--- config.mk ---
export PLATFORM = sky130hd
export DESIGN_NAME = qsub_axis
export DESIGN_NICKNAME = d
export VERILOG_FILES = /design/src/rtl/qmath_pkg.sv /design/src/rtl/qsub_core.sv /design/src/rtl/qsub_axis.sv
export SDC_FILE = /design/constraint.sdc
export NUM_CORES = 1
export LEC_CHECK = 0
export ABC_AREA = 1
export CAP_MARGIN = 20
export CORE_MARGIN = 1
export CORE_UTILIZATION = 28
export CTS_BUF_LIST = sky130_fd_sc_hd__clkbuf_16
export DETAILED_ROUTE_END_ITERATION = 8
export PLACE_DENSITY = 0.5
export SYNTH_ARGS = -nofsm -noshare
export SYNTH_HDL_FRONTEND = slang
export SYNTH_SLANG_ARGS = --single-unit
--- constraint.sdc ---
create_clock -name aclk -period 5.01 [get_ports aclk]
set_input_delay 1.002 -clock aclk [delete_from_list [all_inputs] [get_ports aclk]]
set_output_delay 1.002 -clock aclk [all_outputs]
set_load 0.005 [all_outputs]
--- src/rtl/qmath_pkg.sv ---
// Shared sign-magnitude Q-format helpers for the streaming arithmetic blocks.
// Holds default format widths, field constants and the pipeline stage record.
package qmath_pkg;

    // Default format: Q15 fractional bits in a 32-bit sign-magnitude word.
    localparam int N_DEF     = 32;
    localparam int Q_DEF     = 15;
    localparam int CNT_W_DEF = 16;

    // Field helpers for the default word width.
    localparam int SIGN_BIT              = N_DEF - 1;
    localparam logic [N_DEF-2:0] MAG_MAX = '1;

    // Magnitude fields are sized for the widest supported word (N <= 64).
    // Narrower words occupy the low N-1 bits and the rest stays zero.
    localparam int MAG_WMAX = 63;

    // One pipeline stage.
    // S1 uses mag_a/mag_b as operand magnitudes, sign as the cleaned
    // sign of a, same/ge as the precomputed path selectors.
    // S2 uses mag_a as the result magnitude, sign as result sign, ovf.
    typedef struct packed {
        logic                valid;
        logic [MAG_WMAX-1:0] mag_a;
        logic [MAG_WMAX-1:0] mag_b;
        logic                sign;
        logic                same;
        logic                ge;
        logic                ovf;
    } stage_t;

endpackage

--- src/rtl/qsub_core.sv ---
// Combinational sign-magnitude add/subtract with saturation.
// Ports:
//   i_mag_a, i_mag_b : operand magnitudes (N-1 bits)
//   i_sign_a         : sign of a (zero magnitude already cleared)
//   i_sign_b         : sign of b as it is to be added (already negated
//                      for a subtract)
//   i_same           : i_sign_a == i_sign_b
//   i_ge             : i_mag_a >= i_mag_b
//   o_mag, o_sign    : result magnitude and sign (zero is always +0)
//   o_ovf            : result magnitude was clamped to all-ones
module qsub_core
    import qmath_pkg::*;
#(
    parameter int N = N_DEF
) (
    input  logic [N-2:0] i_mag_a,
    input  logic [N-2:0] i_mag_b,
    input  logic         i_sign_a,
    input  logic         i_sign_b,
    input  logic         i_same,
    input  logic         i_ge,
    output logic [N-2:0] o_mag,
    output logic         o_sign,
    output logic         o_ovf
);

    // One extra bit catches the carry out of the magnitude field.
    logic [N-1:0] w_sum;
    logic [N-2:0] w_mag;
    logic         w_sign;
    logic         w_ovf;

    assign w_sum = {1'b0, i_mag_a} + {1'b0, i_mag_b};

    always_comb begin
        w_mag  = '0;
        w_sign = 1'b0;
        w_ovf  = 1'b0;
        if (i_same) begin
            // Like signs: magnitudes add and may overflow.
            w_sign = i_sign_a;
            if (w_sum[N-1]) begin
                w_mag = '1;
                w_ovf = 1'b1;
            end else begin
                w_mag = w_sum[N-2:0];
            end
        end else if (i_ge) begin
            // Unlike signs: the larger magnitude sets the sign,
            // and the difference can never overflow.
            w_mag  = i_mag_a - i_mag_b;
            w_sign = i_sign_a;
        end else begin
            w_mag  = i_mag_b - i_mag_a;
            w_sign = i_sign_b;
        end
    end

    assign o_mag  = w_mag;
    assign o_sign = w_sign & (|w_mag);
    assign o_ovf  = w_ovf;

endmodule

--- src/rtl/qsub_axis.sv ---
// Two-stage streaming sign-magnitude subtractor c = a - b with saturation,
// negative-zero normalisation and a saturating overflow event counter.
// Ports:
//   aclk, areset       : clock, asynchronous active-high reset
//   s_valid/s_ready    : operand handshake, s_a minuend, s_b subtrahend
//   m_valid/m_ready    : result handshake, m_c result, m_ovf saturated flag
//   ovf_count, ovf_clr : accepted-saturation counter and its sync clear
module qsub_axis
    import qmath_pkg::*;
#(
    parameter int Q     = Q_DEF,
    parameter int N     = N_DEF,
    parameter int CNT_W = CNT_W_DEF
) (
    input  logic             aclk,
    input  logic             areset,
    input  logic             s_valid,
    output logic             s_ready,
    input  logic [N-1:0]     s_a,
    input  logic [N-1:0]     s_b,
    output logic             m_valid,
    input  logic             m_ready,
    output logic [N-1:0]     m_c,
    output logic             m_ovf,
    output logic [CNT_W-1:0] ovf_count,
    input  logic             ovf_clr
);

    localparam logic [CNT_W-1:0] CNT_MAX = '1;

    stage_t r_s1;
    stage_t r_s2;
    stage_t w_s1_d;
    stage_t w_s2_d;

    logic             w_adv;
    logic [N-2:0]     w_ma;
    logic [N-2:0]     w_mb;
    logic             w_sa;
    logic             w_sbn;
    logic             w_sign_b1;
    logic [N-2:0]     w_core_mag;
    logic             w_core_sign;
    logic             w_core_ovf;
    logic             w_out_fire;
    logic [CNT_W-1:0] r_cnt;

    // Whole pipeline moves as one; a stalled output freezes both stages.
    assign w_adv   = !r_s2.valid | m_ready;
    assign s_ready = w_adv;

    // Operand cleanup: -0 becomes +0 and b is negated for the subtract.
    assign w_ma  = s_a[N-2:0];
    assign w_mb  = s_b[N-2:0];
    assign w_sa  = s_a[N-1] & (|w_ma);
    assign w_sbn = ~s_b[N-1] & (|w_mb);

    always_comb begin
        w_s1_d       = '0;
        w_s1_d.valid = s_valid;
        w_s1_d.mag_a = MAG_WMAX'(w_ma);
        w_s1_d.mag_b = MAG_WMAX'(w_mb);
        w_s1_d.sign  = w_sa;
        w_s1_d.same  = (w_sa == w_sbn);
        w_s1_d.ge    = (w_ma >= w_mb);
        w_s1_d.ovf   = 1'b0;
    end

    // The negated sign of b is not stored: it equals sa when the signs
    // match and ~sa otherwise (a zero b already forced it to 0, which
    // then implies sa=1 on the unlike path).
    assign w_sign_b1 = r_s1.same ? r_s1.sign : ~r_s1.sign;

    qsub_core #(
        .N (N)
    ) u_core (
        .i_mag_a  (r_s1.mag_a[N-2:0]),
        .i_mag_b  (r_s1.mag_b[N-2:0]),
        .i_sign_a (r_s1.sign),
        .i_sign_b (w_sign_b1),
        .i_same   (r_s1.same),
        .i_ge     (r_s1.ge),
        .o_mag    (w_core_mag),
        .o_sign   (w_core_sign),
        .o_ovf    (w_core_ovf)
    );

    always_comb begin
        w_s2_d       = '0;
        w_s2_d.valid = r_s1.valid;
        w_s2_d.mag_a = MAG_WMAX'(w_core_mag);
        w_s2_d.sign  = w_core_sign;
        w_s2_d.ovf   = w_core_ovf;
    end

    always_ff @(posedge aclk or posedge areset) begin
        if (areset) begin
            r_s1 <= '0;
            r_s2 <= '0;
        end else if (w_adv) begin
            r_s1 <= w_s1_d;
            r_s2 <= w_s2_d;
        end
    end

    assign m_valid = r_s2.valid;
    assign m_c     = {r_s2.sign, r_s2.mag_a[N-2:0]};
    assign m_ovf   = r_s2.ovf;

    // Count only saturated results that are actually handed downstream.
    assign w_out_fire = r_s2.valid & m_ready & r_s2.ovf;

    always_ff @(posedge aclk or posedge areset) begin
        if (areset) begin
            r_cnt <= '0;
        end else if (ovf_clr) begin
            r_cnt <= '0;
        end else if (w_out_fire && r_cnt != CNT_MAX) begin
            r_cnt <= r_cnt + 1'b1;
        end
    end

    assign ovf_count = r_cnt;

    // Stage fields not consumed in a given stage, and the informational
    // Q parameter, are gathered here so they are visibly intentional.
    logic w_unused;
    assign w_unused = ^{r_s1, r_s2, Q};

endmodule

==> results of run 1 <==
critical path: cells and delay by family:
kind | cells | cell delay [ps]
and+or+nand+nor | 1 | 260
buffers and inverters | 3 | 1050
final timing paths:
path | cells after the start | slack, ps | to
max in group asynchronous | 3 | 3150 | m_c[8]
min reg2reg | 2 | 450 | m_valid
min in group asynchronous | 2 | 1050 | r_s1[88]
max reg2reg | 19 | 1730 | m_c[31]
min | 2 | 450 | m_valid
max | 4 | 1690 | s_ready
final cells by class:
type	instances	area share [%]
clock buffer	17	2.90
clock inverter	13	0.980
inverter	357	9.19
multi-input combinational	1540	53.5
sequential	116	19.8
tap	585	4.99
timing repair buffer	128	8.66
synth_stat cells, drive strengths merged, types with 3 or more instances:
| cell | n | share of area (%) |
|---|---|---|
| inv | 356 | 11 |
| nor4 | 13 | 0.66 |
| xor2 | 5 | 0.35 |
| o21ai | 110 | 4.4 |
| a31oi | 23 | 1.2 |
| fa | 3 | 0.48 |
| nor2 | 180 | 5.5 |
| nor3 | 21 | 0.89 |
| buf | 35 | 1.8 |
| a41oi | 3 | 0.21 |
| o21bai | 10 | 0.61 |
| dfrtp | 116 | 23 |
| nand2 | 737 | 23 |
| a21boi | 5 | 0.30 |
| nand3 | 159 | 6.7 |
| nand4 | 40 | 2.0 |
| ha | 123 | 12 |
| a21o | 3 | 0.18 |
| clkbuf | 25 | 0.76 |
| a21oi | 84 | 3.6 |
| nand3b | 5 | 0.30 |
cells in the final DEF (no fill, tap or decap), types with 4 or more instances in the layout:
cell type	count
nand4_1	40
ha_1	123
dfrtp_1	116
clkinv_1	5
buf_4	8
nor4_1	13
o21ai_0	109
clkdlybuf4s50_1	119
nand3b_1	5
a31oi_1	23
nand3_1	153
a21oi_1	79
inv_1	342
o21bai_1	10
nor3_1	20
inv_2	12
nor2_1	176
clkbuf_16	17
a21boi_0	5
nand2_2	6
a21oi_2	4
xor2_1	5
nand3_2	6
nand2_1	729
power groups by stage:
| stage | clock (mW) | sequential (mW) | combinational (mW) |
|---|---|---|---|
| 2_1_floorplan | 0 | 1.27 | 1.85 |
| 3_3_place_gp | 0 | 1.29 | 2.97 |
| 3_5_place_dp | 0 | 1.30 | 2.96 |
| 4_1_cts | 1.27 | 1.29 | 2.97 |
| 5_1_grt | 1.31 | 1.31 | 3.33 |
| 6_report | 1.24 | 1.28 | 2.99 |
state kept, by name, indices dropped and copies added, names as in the netlist:
register and flops:
m_c 32, m_valid 1, m_ovf 1, r_s1 66, ovf_count 16
cells by family after synthesis:
| group | synth area share (%) |
|---|---|
| flops | 23.4 |
| simple gates | 38.9 |
| buf+inv | 13.4 |
| compound gates | 11.0 |
| xor+xnor | 0.494 |
| fa+ha+maj | 12.9 |
metal layers:
layer / GRT usage (%) / wire [µm] / vias up
li1: - / - / 6700
met5: 0 / 0 / -
met1: 30.9 / 23600 / 5951
met2: 34.6 / 21500 / 347
met3: 3.04 / 2360 / 70
met4: 9.53 / 1640 / 0
stage by stage:
stage          worst slack, ps  power (mW)  std cells
6_report                  1690        5.51       2756
5_1_grt                   1480        5.95       2756
3_3_place_gp              1630        4.26       2726
3_5_place_dp              1640        4.26       2726
4_1_cts                   1630        5.53       2756
2_1_floorplan              936        3.13       2073
==> impl_metrics.csv, run 1 <==
group,metric,value,unit
setup_path,cp-end-kind,"output pin",
sta,timing.fmax,0.301,GHz
synth,synth_seq_cells,116,
sta,slew_headroom,28.3,%
setup_path,crit_start,"m_ready",
cells_and_area,syn_to_final_growth,18.3,%
clocking,clkLatencyLatePin,460,ps
hold_path,min_from,"r_s1[130]",
sta,period_share,66.3,%
clocking,tritoncts,"done",
setup_path,cp_cell_sequence,"clkdlybuf4s50_1 -> nor2_4 -> clkinv_2 -> clkdlybuf4s50_1",
floorplan,start_util,28.6,%
placed_design,routabilityCongestion,0.947,
grt,grt_pass1_wl,74300,µm
clocking,h-tree-depth,4,
clocking,numCtsBuffers,17,
route,wl,49100,µm
grt,grt_overflow,0,
sta,worst_pin_slew,1080,ps
route,drtIter0Drc,1005,
synth,seq_area_frac_synth,23.4,%
clocking,cts_buffer_depth,2,
setup_path,max_stage_delay,490,ps
sta,finalSetupViolCount,0,
cells_and_area,regArea,2900,µm²
flow_run,cap_violations,0,
route,vias_per_cell,4.74,
sta,rsz0062_at_grt,"no",
synth,post_synth_instance_area,12400,µm²
cells_and_area,fin_area,14700,µm²
setup_path,arrival,2320,ps
cells_and_area,drive_gt1_share,3.45,%
route,num_vias,13068,
cells_and_area,nFillCells,5004,
power,p_seq_share,23.2,%
synth,syn_area_per_cell,5.99,µm²
power,power.switching,2.61,mW
setup_path,crit_type,"primary input to output pin",
floorplan,core_area,43400,µm²
setup_path,cp.required,4010,ps
route,drc_errors,0,
clocking,clock-sinks,116,
hold_path,hold_class,"flop to flop",
clocking,clkTransAtPathRegs,50,ps
power,p_per_area,375,nW/µm²
power,ir_worst_vdd,0.145,mV
power,clkPwrFrac,22.5,%
synth,ys.flop_type,"dfrtp_1",
setup_path,crit_top_cell,"clkdlybuf4s50_1",
floorplan,io_pins,120,
placed_design,io_buffers,119,
sta,hold_violations,0,
grt,track_usage,22.3,%
power,internal_power,2.90,mW
synth,synthDistinctLibCells,47,
synth,syn_inst,2073,
setup_path,startpoint_type,"primary input",
sta,min_period,3320,ps
synth,synth-edff-count,0,
placed_design,placed_cell_area,14100,µm²
floorplan,fp.dieW,213,µm
sta,fin_hold_ws,452,ps
cells_and_area,final_util,33.9,%
power,pwr-share-comb,54.3,%
sta,maxSlewViolCount,0,
route,first_pass_iters,6,
synth,synth_nets,2268,
floorplan,num_rows,76,
setup_path,cp_max_fo,2,
floorplan,die_area,45200,µm²
clocking,cts_setup_buffers,0,
setup_path,critPathSlowestCell,"clkdlybuf4s50_1",
synth,synthArstFlopShare,100,%
grt,grt_max_degree,109,
floorplan,dieHeight,213,µm
route,avgRoutedWirePerCell,17.8,µm
cells_and_area,diodes,0,
cells_and_area,multi_input_area,7860,µm²
clocking,root_buffer,"clkbuf_16",
cells_and_area,fin_nets,2355,
setup_path,rr_startpoint,"r_s1[32]",
power,p_sw_share,47.4,%
clocking,cts.repair.resized,0,
placed_design,hpwl,41400,µm
sta,tns,0,ps
route,ant_nets,0,
sta,worst_clock_skew,11.5,ps
power,p_leak,7.80,nW
synth,yosys_warnings,0,
grt,antenna_found_initial,0,
grt,grt_pass1_vias,12557,
status,outcome,"finished clean",
clocking,postCtsHoldBufs,0,
No activity file was read; power rests on OpenSTA's default activity.
==> run 2: changes to the inputs <==
- clock period: 5.01 -> 3.45 ns (I/O delays scaled with it)
==> run 2 against run 1 <==
Sequential share of layout area is 0.37 points lower. Core utilization is 0.65 points higher. Flip-flop and latch count stayed put. Via count is 2.8% higher. Setup slack worse by 1500 ps. Register-to-register slack worse by 1600 ps. Clock power is 35% higher. Clock-buffer cell count stayed put. Critical path depth is 15 higher. Power is 48% higher. Clock skew is 4.2 ps lower. Critical path type is now flop to flop. Largest cell class unchanged.
==> impl_metrics.csv, run 2 (synthesis results as in run 1) <==
group,metric,value,unit
status,outcome,"finished clean",
sta,slew_headroom,54.6,%
placed_design,io_buffers,119,
route,ant_nets,0,
setup_path,startpoint_type,"flop",
route,drc_errors,0,
floorplan,io_pins,120,
power,p_per_area,544,nW/µm²
cells_and_area,drive_gt1_share,5.72,%
cells_and_area,diodes,0,
clocking,h-tree-depth,4,
sta,hold_violations,0,
clocking,numCtsBuffers,17,
power,pwr-share-comb,56.3,%
setup_path,crit_type,"flop to flop",
power,p_seq_share,23.1,%
setup_path,cp-end-kind,"flop",
route,num_vias,13430,
floorplan,fp.dieW,213,µm
sta,worst_pin_slew,678,ps
sta,finalSetupViolCount,0,
power,p_leak,7.90,nW
grt,grt_max_degree,117,
power,internal_power,4.20,mW
grt,grt_pass1_vias,12943,
floorplan,start_util,28.6,%
setup_path,arrival,3620,ps
cells_and_area,regMostFlops,"r_s1",
clocking,tritoncts,"done",
sta,min_period,3280,ps
cells_and_area,final_util,34.5,%
cells_and_area,final_common_cell,"nand2_1",
sta,maxSlewViolCount,0,
cells_and_area,fin_nets,2383,
clocking,cts_buffer_depth,2,
cells_and_area,largest_register_ffs,66,
sta,period_share,95.0,%
sta,rsz0062_at_grt,"no",
placed_design,hpwl,43600,µm
placed_design,placed_cell_area,14300,µm²
clocking,clock-sinks,116,
route,drtIter0Drc,1008,
route,wl,51800,µm
flow_run,cap_violations,0,
floorplan,num_rows,76,
setup_path,cp_max_fo,10,
clocking,clkTransAtPathRegs,60,ps
power,clkPwrFrac,20.7,%
sta,worst_clock_skew,7.33,ps
sta,tns,0,ps
hold_path,hold_class,"flop to flop",
power,ir_worst_vdd,0.332,mV
sta,fin_hold_ws,445,ps
grt,antenna_found_initial,0,
cells_and_area,syn_to_final_growth,20.6,%
cells_and_area,fin_area,15000,µm²
grt,grt_pass1_wl,78100,µm
route,avgRoutedWirePerCell,18.6,µm
power,power.switching,3.95,mW
floorplan,core_area,43400,µm²
setup_path,cp.required,3800,ps
route,vias_per_cell,4.82,
cells_and_area,final_cell_mix,"nand2_1, inv_1, nor2_1",
grt,grt_overflow,0,
power,p_sw_share,48.4,%
clocking,root_buffer,"clkbuf_16",
floorplan,die_area,45200,µm²
sta,timing.fmax,0.305,GHz
clocking,clkLatencyLatePin,460,ps
floorplan,dieHeight,213,µm
route,first_pass_iters,6,
placed_design,routabilityCongestion,0.962,
grt,track_usage,23.6,%
[run 2: cell types whose count changed in the layout (fill, tap and decap cells not counted), moves of 3 or more]
cell | before | now
clkinvlp_4 | 1 | 6
ha_2 | 0 | 13
clkinv_1 | 5 | 2
clkinv_2 | 3 | 6
ha_1 | 123 | 107
ha_4 | 0 | 3
buf_4 | 8 | 35
[run 2: layout make-up]
type,count,area [µm²]
sequential,116,2900
fill,4951,28400
clock inverter,15,118
inverter,357,1350
tap,585,732
clock buffer,17,425
timing repair buffer,156,1490
multi-input combinational,1540,7940
[run 2: per-layer routing]
layer	share of wire [%]	track usage, %	wire length [µm]	vias to the layer above
li1	-	-	-	6749
met1	48	33.4	25100	6226
met2	44	37.2	22900	398
met3	4.6	2.53	2400	57
met4	2.6	7.84	1350	0
met5	0	0	0	-
[run 2: stage by stage]
stage	power (mW)	cells	setup WS, ps
global placement	6.39	2754	-184
floorplan	4.54	2073	1100
global route	8.77	2786	12.5
CTS	8.11	2786	22.9
detailed placement	6.38	2754	-196
finish	8.15	2786	173
[run 2: power by group through the flow]
stage	logic, mW	clock network, mW	registers, mW
floorplan	2.69	0	1.84
global placement	4.50	0	1.89
detailed placement	4.48	0	1.91
CTS	4.50	1.73	1.88
global route	5.06	1.78	1.92
finish	4.58	1.68	1.88
[run 2: what timing repair did]
action,CTS,global route
setup buffers,0,0
endpoints found under the hold margin,0,0
cloned,0,0
endpoints found under the setup margin,1,1
resized for setup,3,21
hold buffers,0,0
[run 2: worst max-delay path, cell delays in order (launching register included)]
cell	delay, ps
dfrtp_1	400
inv_1	100
ha_4	370
inv_1	140
a21oi_1	190
nand2_1	100
nand2_1	130
nand2_1	130
a21oi_4	250
nand2_4	130
nor2_2	320
nand2_1	90
nand2_1	170
nand2_1	80
nor2_1	80
nand2_1	100
nor2_2	180
nand3_1	90
nand2_1	70
nand2_1	50
[run 2: path summary, 6_finish.rpt]
| path | start | to | slack [ps] | cells past startpoint |
|---|---|---|---|---|
| setup / recovery | r_s1[22] | m_c[31] | 170 | 19 |
| hold / removal | r_s1[130] | m_valid | 440 | 2 |
| setup reg to reg | r_s1[22] | m_c[31] | 170 | 19 |
| hold reg to reg | r_s1[130] | m_valid | 440 | 2 |
| max in group asynchronous | areset | r_s1[16] | 2180 | 3 |
| min in group asynchronous | areset | ovf_count[0] | 770 | 3 |
